**src/rtl/mm2s_lite_regs.sv**
```systemverilog
// AXI4-Lite register file for the MM2S read-DMA channel.
// It programs DMACR/SA/SA_MSB/LENGTH, launches one datamover command per LENGTH write and tracks completion.
`timescale 1ns/1ps
module mm2s_lite_regs (
  input  logic        clk,
  input  logic        rst,
  input  logic [9:0]  s_axi_lite_awaddr,
  input  logic        s_axi_lite_awvalid,
  output logic        s_axi_lite_awready,
  input  logic [31:0] s_axi_lite_wdata,
  input  logic        s_axi_lite_wvalid,
  output logic        s_axi_lite_wready,
  output logic [1:0]  s_axi_lite_bresp,
  output logic        s_axi_lite_bvalid,
  input  logic        s_axi_lite_bready,
  input  logic [9:0]  s_axi_lite_araddr,
  input  logic        s_axi_lite_arvalid,
  output logic        s_axi_lite_arready,
  output logic [31:0] s_axi_lite_rdata,
  output logic [1:0]  s_axi_lite_rresp,
  output logic        s_axi_lite_rvalid,
  input  logic        s_axi_lite_rready,
  output logic [63:0] cmd_addr,
  output logic [25:0] cmd_len,
  output logic        cmd_start,
  input  logic        cmd_done,
  output logic        mm2s_introut
);

  localparam logic [7:0] A_DMACR  = 8'h00;
  localparam logic [7:0] A_DMASR  = 8'h01;
  localparam logic [7:0] A_SA     = 8'h06;
  localparam logic [7:0] A_SA_MSB = 8'h07;
  localparam logic [7:0] A_LENGTH = 8'h0A;

  logic        aw_held_q, aw_held_d;
  logic [7:0]  awaddr_q, awaddr_d;
  logic        w_held_q, w_held_d;
  logic [31:0] wdata_q, wdata_d;
  logic        bvalid_q, bvalid_d;
  logic        rvalid_q, rvalid_d;
  logic [31:0] rdata_q, rdata_d;
  logic        rs_q, rs_d;
  logic        irqen_q, irqen_d;
  logic [31:0] sa_q, sa_d;
  logic [31:0] sa_msb_q, sa_msb_d;
  logic [25:0] length_q, length_d;
  logic        busy_q, busy_d;
  logic        idle_q, idle_d;
  logic        ioc_irq_q, ioc_irq_d;
  logic        introut_q, introut_d;
  logic        cmd_start_q, cmd_start_d;

  logic        aw_hs, w_hs, ar_hs, wr_fire, done_hit, busy_eff;
  logic [7:0]  wr_idx;
  logic [31:0] wr_data;
  logic [31:0] rd_mux;
  logic        unused_addr_bits;

  assign unused_addr_bits = ^{s_axi_lite_awaddr[1:0], s_axi_lite_araddr[1:0]};

  assign s_axi_lite_awready = ~aw_held_q & ~bvalid_q;
  assign s_axi_lite_wready  = ~w_held_q & ~bvalid_q;
  assign s_axi_lite_arready = ~rvalid_q;
  assign s_axi_lite_bvalid  = bvalid_q;
  assign s_axi_lite_bresp   = 2'b00;
  assign s_axi_lite_rvalid  = rvalid_q;
  assign s_axi_lite_rdata   = rdata_q;
  assign s_axi_lite_rresp   = 2'b00;
  assign cmd_addr           = {sa_msb_q, sa_q};
  assign cmd_len            = length_q;
  assign cmd_start          = cmd_start_q;
  assign mm2s_introut       = introut_q;

  // Read mux samples register state as it stands at the AR handshake edge.
  always_comb begin
    rd_mux = 32'h0;
    case (s_axi_lite_araddr[9:2])
      A_DMACR:  rd_mux = {19'h0, irqen_q, 11'h0, rs_q};
      A_DMASR:  rd_mux = {19'h0, ioc_irq_q, 10'h0, idle_q, ~rs_q & ~busy_q};
      A_SA:     rd_mux = sa_q;
      A_SA_MSB: rd_mux = sa_msb_q;
      A_LENGTH: rd_mux = {6'h0, length_q};
      default:  rd_mux = 32'h0;
    endcase
  end

  always_comb begin
    aw_held_d   = aw_held_q;
    awaddr_d    = awaddr_q;
    w_held_d    = w_held_q;
    wdata_d     = wdata_q;
    bvalid_d    = bvalid_q;
    rvalid_d    = rvalid_q;
    rdata_d     = rdata_q;
    rs_d        = rs_q;
    irqen_d     = irqen_q;
    sa_d        = sa_q;
    sa_msb_d    = sa_msb_q;
    length_d    = length_q;
    busy_d      = busy_q;
    idle_d      = idle_q;
    ioc_irq_d   = ioc_irq_q;
    introut_d   = ioc_irq_q & irqen_q;
    cmd_start_d = 1'b0;

    aw_hs   = s_axi_lite_awvalid & s_axi_lite_awready;
    w_hs    = s_axi_lite_wvalid & s_axi_lite_wready;
    ar_hs   = s_axi_lite_arvalid & s_axi_lite_arready;
    wr_idx  = aw_held_q ? awaddr_q : s_axi_lite_awaddr[9:2];
    wr_data = w_held_q ? wdata_q : s_axi_lite_wdata;
    wr_fire = (aw_held_q | aw_hs) & (w_held_q | w_hs);

    if (aw_hs) begin
      aw_held_d = 1'b1;
      awaddr_d  = s_axi_lite_awaddr[9:2];
    end
    if (w_hs) begin
      w_held_d = 1'b1;
      wdata_d  = s_axi_lite_wdata;
    end
    if (wr_fire) begin
      aw_held_d = 1'b0;
      w_held_d  = 1'b0;
      bvalid_d  = 1'b1;
    end else if (bvalid_q & s_axi_lite_bready) begin
      bvalid_d = 1'b0;
    end

    if (ar_hs) begin
      rvalid_d = 1'b1;
      rdata_d  = rd_mux;
    end else if (rvalid_q & s_axi_lite_rready) begin
      rvalid_d = 1'b0;
    end

    // Completion is applied before any write so a same-cycle LENGTH write can relaunch.
    done_hit = cmd_done & busy_q;
    busy_eff = busy_q & ~done_hit;
    if (done_hit) begin
      busy_d = 1'b0;
      idle_d = 1'b1;
    end

    if (wr_fire) begin
      case (wr_idx)
        A_DMACR: begin
          rs_d    = wr_data[0];
          irqen_d = wr_data[12];
        end
        A_DMASR: begin
          if (wr_data[12]) ioc_irq_d = 1'b0;
        end
        A_SA:     sa_d     = wr_data;
        A_SA_MSB: sa_msb_d = wr_data;
        A_LENGTH: begin
          if (!busy_eff) begin
            length_d = wr_data[25:0];
            if (rs_q && (wr_data[25:0] != 26'h0)) begin
              cmd_start_d = 1'b1;
              busy_d      = 1'b1;
              idle_d      = 1'b0;
            end
          end
        end
        default: ;
      endcase
    end

    // The completion set takes priority over a simultaneous write-1-to-clear.
    if (done_hit) ioc_irq_d = 1'b1;

    if (wr_fire && (wr_idx == A_DMACR) && wr_data[2]) begin
      rs_d        = 1'b0;
      irqen_d     = 1'b0;
      sa_d        = 32'h0;
      sa_msb_d    = 32'h0;
      length_d    = 26'h0;
      busy_d      = 1'b0;
      idle_d      = 1'b0;
      ioc_irq_d   = 1'b0;
      introut_d   = 1'b0;
      cmd_start_d = 1'b0;
    end
  end

  always_ff @(posedge clk or posedge rst) begin
    if (rst) begin
      aw_held_q   <= 1'b0;
      awaddr_q    <= 8'h0;
      w_held_q    <= 1'b0;
      wdata_q     <= 32'h0;
      bvalid_q    <= 1'b0;
      rvalid_q    <= 1'b0;
      rdata_q     <= 32'h0;
      rs_q        <= 1'b0;
      irqen_q     <= 1'b0;
      sa_q        <= 32'h0;
      sa_msb_q    <= 32'h0;
      length_q    <= 26'h0;
      busy_q      <= 1'b0;
      idle_q      <= 1'b0;
      ioc_irq_q   <= 1'b0;
      introut_q   <= 1'b0;
      cmd_start_q <= 1'b0;
    end else begin
      aw_held_q   <= aw_held_d;
      awaddr_q    <= awaddr_d;
      w_held_q    <= w_held_d;
      wdata_q     <= wdata_d;
      bvalid_q    <= bvalid_d;
      rvalid_q    <= rvalid_d;
      rdata_q     <= rdata_d;
      rs_q        <= rs_d;
      irqen_q     <= irqen_d;
      sa_q        <= sa_d;
      sa_msb_q    <= sa_msb_d;
      length_q    <= length_d;
      busy_q      <= busy_d;
      idle_q      <= idle_d;
      ioc_irq_q   <= ioc_irq_d;
      introut_q   <= introut_d;
      cmd_start_q <= cmd_start_d;
    end
  end

endmodule
```
**config.mk**
```make
export PLATFORM = sky130hd
export DESIGN_NAME = mm2s_lite_regs
export DESIGN_NICKNAME = d
export VERILOG_FILES = /design/src/rtl/mm2s_lite_regs.sv
export SDC_FILE = /design/constraint.sdc
export NUM_CORES = 1
export LEC_CHECK = 0
export CAP_MARGIN = 20
export CORE_MARGIN = 4
export CORE_UTILIZATION = 51
export CTS_BUF_LIST = sky130_fd_sc_hd__clkbuf_2 sky130_fd_sc_hd__clkbuf_4 sky130_fd_sc_hd__clkbuf_8
export CTS_CLUSTER_DIAMETER = 40
export CTS_CLUSTER_SIZE = 16
export DETAILED_ROUTE_END_ITERATION = 12
export PLACE_DENSITY = 0.83
export SETUP_SLACK_MARGIN = 0.05
export SYNTH_ARGS = -nofsm -noshare
export SYNTH_HDL_FRONTEND = slang
export SYNTH_SLANG_ARGS = --single-unit
```
**constraint.sdc**
```tcl
create_clock -name clk -period 8 [get_ports clk]
set_input_delay 1.6 -clock clk [delete_from_list [all_inputs] [get_ports clk]]
set_output_delay 1.6 -clock clk [all_outputs]
set_load 0.03 [all_outputs]
```
Yosys cells after proc, flatten, opt, wreduce, memory -nomap -nowiden
Cells that the tools add are included.

Divide/modulo/power cells: 0. Multiplexer cells: 50. Add/subtract/negate cells: 0. Equality and inequality tests: 9. Reductions and logical operators: 23. Shift-type cells: 0. Multipliers: 0. $lt $le $gt $ge: 0. Bitwise operators: 21.

Operators by type and width (count): two-way mux 32 bit (7); case mux 32 bit (5 select lines) (1); two-way mux 26 bit (4); two-way mux 1 bit (37); equality test 8 x 3 -> 1 bit, second input constant (4); nonzero test 26 bit (1); nonzero test 2 bit (9); equality test 8 x 1 -> 1 bit, second input constant (2); equality test 8 x 4 -> 1 bit, second input constant (2); zero test 8 bit (2); AND 1 bit (12); nonzero test 3 bit (3); two-way mux 8 bit (1); inverter 1 bit (7); AND reduction 2 bit (3); AND reduction 3 bit (2); logical AND 1 bit (3); != test 2 x 1 -> 1 bit, second input constant (1); OR 1 bit (2).

Output and inout port bits: 133. Bits in writable memories: 0. Word-level logic and storage cells: 120. Memories: 0. Latch bits: 0. Input port bits: 60. Memory bits (read-only): 0. Register bits: 173.

Logic depth before layout (Yosys ltp)
Word-level depth: 9. Gate-level depth with buffers: 9. Mapped depth without buffers: 5.

Worst setup path after synthesis
Ideal clock, no wire load.

Path type: input to register. Start point: in s_axi_lite_araddr[7]. End point: reg rdata_q[1], in the netlist s_axi_lite_rdata[1]. Path buffers: 2. Stages on the path: 6. Slack: 4.607 ns. Data arrival time: 3.311 ns. Path through: or4_1 clkbuf_1 nor4_1 clkbuf_1 a221oi_1 o21ai_0.

Longest elaborated chain between the ends: 2. Elaborated cells between the ends (all ways): 6.

Ends and longest elaborated chain: start: declaration (line 16) `input logic [9:0] s_axi_lite_araddr,`; equality test 8 x 4 -> 1 bit (tied with other cells) (line 78) `case (s_axi_lite_araddr[9:2])`; case mux 32 bit (5 select lines) (*) (line 78); end signal: assignment (line 213) `rdata_q <= rdata_d;`; end: declaration (line 42) `logic [31:0] rdata_q, rdata_d;`.

Mark *: on every way between the ends. The rest lies on a longest branch, timed or not. A chain may end at the register's enable or synchronous reset.

Worst setup path after layout
Start point: in s_axi_lite_araddr[7]. End point: reg rdata_q[0], in the netlist s_axi_lite_rdata[0].

Same word-level chain as after synthesis.

==> results.md <==
- Vias: 6429
- Met2 WL: ~11000 um
- Tmin final: approximately 4.1 ns
- Main synth FF type: dfrtp_1
- Kind of end point of the critical path: register
- Synth cell types: 49
- Worst skew pair latency: 0.45 ns
- Congestion Overflow GR: 0
- Synth area leaders: dfrtp_1, a211oi_1, mux2_2, nor2_1, mux2i_1
- CP max FO: 18
- Buffer count from post-CTS setup fixing: 0
- Metal3 WL: 1470 um
- Slew @ Worst Pin: around 1.0 ns
- DP Worst Slack: ~3.5 ns
- Drt total wl: 21900 um
- DR iter-0 viols: 662
- Routed len/inst: 21.1 um
- I/O Buffers: 184
- Vias in the first global route: 6553
- Die W: around 130 um
- GPL Wtd Cong: 0.824
- Diodes inserted: 0
- Finished Cell Area: 10000 sq um
- Most common cell in the netlist: dfrtp_1
- Yosys top cell by area: dfrtp_1
- Synth async-reset ratio: 1.00
- Ports: ~190
- Register area share after synthesis: 0.565
- Largest net degree at the start of global routing: 98
- Total power divided by cell area: 314 nW/um^2
- PostCTS Resize Cnt: 0
- RSZ-0062 raised after global routing: false
- Full die area: 17000 sq um
- Drt via density: 6.19
- Relative slew slack: 0.296
- Top routing layer in use: met4
- DRT Pass-1 Iters: 7
- Post-DP HPWL: 14700 um
- CTS Buf Count: 17
- Worst reg-to-reg setup slack: 5.14 ns
- Initial antenna violation count: 0
- Crit path DAT: 4.44 ns
- Yosys top cell area share: 0.565
- Status: completed
- Post-synth EDFFs: 0
- Share of layout cells above drive strength 1: 0.115
- Max-Cap Viols: 0
- Hold Buf Count CTS: 0
- Pins Over Slew Limit: 0
- Clock-pin slew on the worst setup and hold paths: 0.09 ns
- Mapped Area: around 7700 sq um
- Die extent in y: roughly 130 um
- Initial Util: 0.523
- Cell count after placement: 1006
- Seq cells post-synth: approximately 170
- Final WS setup: 3.92 ns
- Hold WS: 0.491 ns
- Core Box Area: 14600 sq um
- Final clock skew: 0.0140 ns
- Clock Path Buffers: 2
- Startpoint Class: primary input
- Met1 WL: 9080 um
- CTS sink cnt: 173
- Crit path required time: about 8.4 ns
- Crit path kind: primary input to register
- Setup_tns: 0 ns
- DRC viols: 0
- Cells after synthesis: 681
- Maximum vdd drop: ~370 uV
- GRT Util Overall: 0.260
- Row cnt: 44
- CTS tree: yes
- H-tree depth: 4
- Setup violators final: 0
- Layout Nets: 902
- Hold WC Path Type: register to register
- Final Non-Filler Cells: 1038
- Fin. Hold Viols: 0
- Most frequent cells after synthesis: dfrtp_1, nor2_1, a211oi_1
- Area Growth Syn to Fin: 31.0%
- CTS root buf: clkbuf_8
- Post-DP Area: 9570 sq um
- Static Leak: 3.92 nW
- Remaining antenna violation count after routing: 0
- Achievable Freq: 0.245 GHz
- Warnings from Yosys: 0
- Period Utilization, post-route: 0.510
- Syn_area_per_cell: 11.3 sq um
- First-pass GRT wire length: around 34000 um
## state kept, by name, summed over array words and instances (netlist names)
| name | count |
|---|---|
| s_axi_lite_rdata | 32 |
| sa_msb_q | 32 |
| mm2s_introut | 1 |
| idle_q | 1 |
| irqen_q | 1 |
| cmd_len | 26 |
| awaddr_q | 8 |
| s_axi_lite_bvalid | 1 |
| busy_q | 1 |
| sa_q | 32 |
| ioc_irq_q | 1 |
| w_held_q | 1 |
| cmd_start | 1 |
| wdata_q | 32 |
| aw_held_q | 1 |
| rs_q | 1 |
| s_axi_lite_rvalid | 1 |
## metrics by stage
| step | power, W | util |
|---|---|---|
| after detailed placement | 0.00248 | 0.654 |
| after global routing | 0.00329 | 0.686 |
| after global placement | 0.00242 | 0.654 |
| final | 0.00315 | 0.686 |
| after CTS | 0.00316 | 0.684 |
| after floorplan | 0.00201 | - |
## placed cells by master, fill, tap and decap left out, types with 3 or more instances in the layout
| cell | netlist | routed |
|---|---|---|
| a211oi_1 | 91 | 91 |
| a21oi_1 | 4 | 4 |
| a222oi_1 | 23 | 23 |
| a22oi_1 | 6 | 6 |
| a31oi_1 | 3 | 3 |
| buf_4 | 4 | 12 |
| bufinv_16 | 0 | 4 |
| clkbuf_8 | 0 | 19 |
| clkdlybuf4s50_1 | 0 | 184 |
| conb_1 | 1 | 4 |
| dfrtp_1 | 173 | 172 |
| inv_1 | 4 | 3 |
| inv_6 | 0 | 5 |
| mux2_2 | 41 | 41 |
| mux2i_1 | 34 | 34 |
| nand2_1 | 41 | 41 |
| nand4_1 | 4 | 4 |
| nor2_1 | 102 | 101 |
| nor3_1 | 9 | 8 |
| nor3b_1 | 3 | 3 |
| nor4_1 | 11 | 10 |
| nor4_4 | 3 | 3 |
| nor4b_1 | 3 | 3 |
| o21ai_0 | 19 | 19 |
| o21ai_1 | 15 | 15 |
## metal layers
| metal | vias up | GRT usage |
|---|---|---|
| met2 | 281 | 0.430 |
| met1 | 3247 | 0.350 |
| li1 | 2860 | - |
| met4 | 0 | 0.0841 |
| met3 | 41 | 0.0467 |
| met5 | - | 0 |
## kinds of logic after synthesis
family	after synthesis	share of synthesized area
compound gates	178	0.171
buf+inv	62	0.0400
flops	173	0.565
mux	75	0.105
other cells	1	0.000489
simple gates	192	0.119
## worst max-delay path, cell delays in order
cell and delay, ns:
clkdlybuf4s50_1 0.39, or4_1 0.69, nor3_2 0.89, buf_4 0.43
o2bb2ai_1 0.18, a221oi_1 0.07, o21ai_1 0.19
## worst paths after layout
kind | from | end | cells past startpoint
min in group asynchronous | rst | s_axi_lite_rdata[30] | 2
hold / removal | s_axi_lite_rdata[17] | s_axi_lite_rdata[17] | 2
setup reg to reg | aw_held_q | cmd_len[18] | 6
setup / recovery | s_axi_lite_araddr[7] | s_axi_lite_rdata[0] | 7
hold reg to reg | s_axi_lite_rdata[17] | s_axi_lite_rdata[17] | 2
max in group asynchronous | rst | s_axi_lite_rdata[16] | 3
## where the power goes
| part | switching [W] | leakage [nW] | internal [W] | total, W |
|---|---|---|---|---|
| Sequential | 0.000212 | 2.29 | 0.00111 | 0.00132 |
| Combinational | 0.000638 | 1.41 | 0.000511 | 0.00115 |
| Clock | 0.000316 | 0.220 | 0.000363 | 0.000679 |
## area by class of cell
cell class | instances | area (sq um)
clock buffers | 20 | 269
clock inverters | 11 | 179
fillers | 1054 | 4600
inverters | 4 | 20.0
multi-input cells | 449 | 3060
flip-flops and latches | 173 | 4330
well taps | 184 | 230
repair buffers | 197 | 1950
No activity file was read; power rests on OpenSTA's default activity.
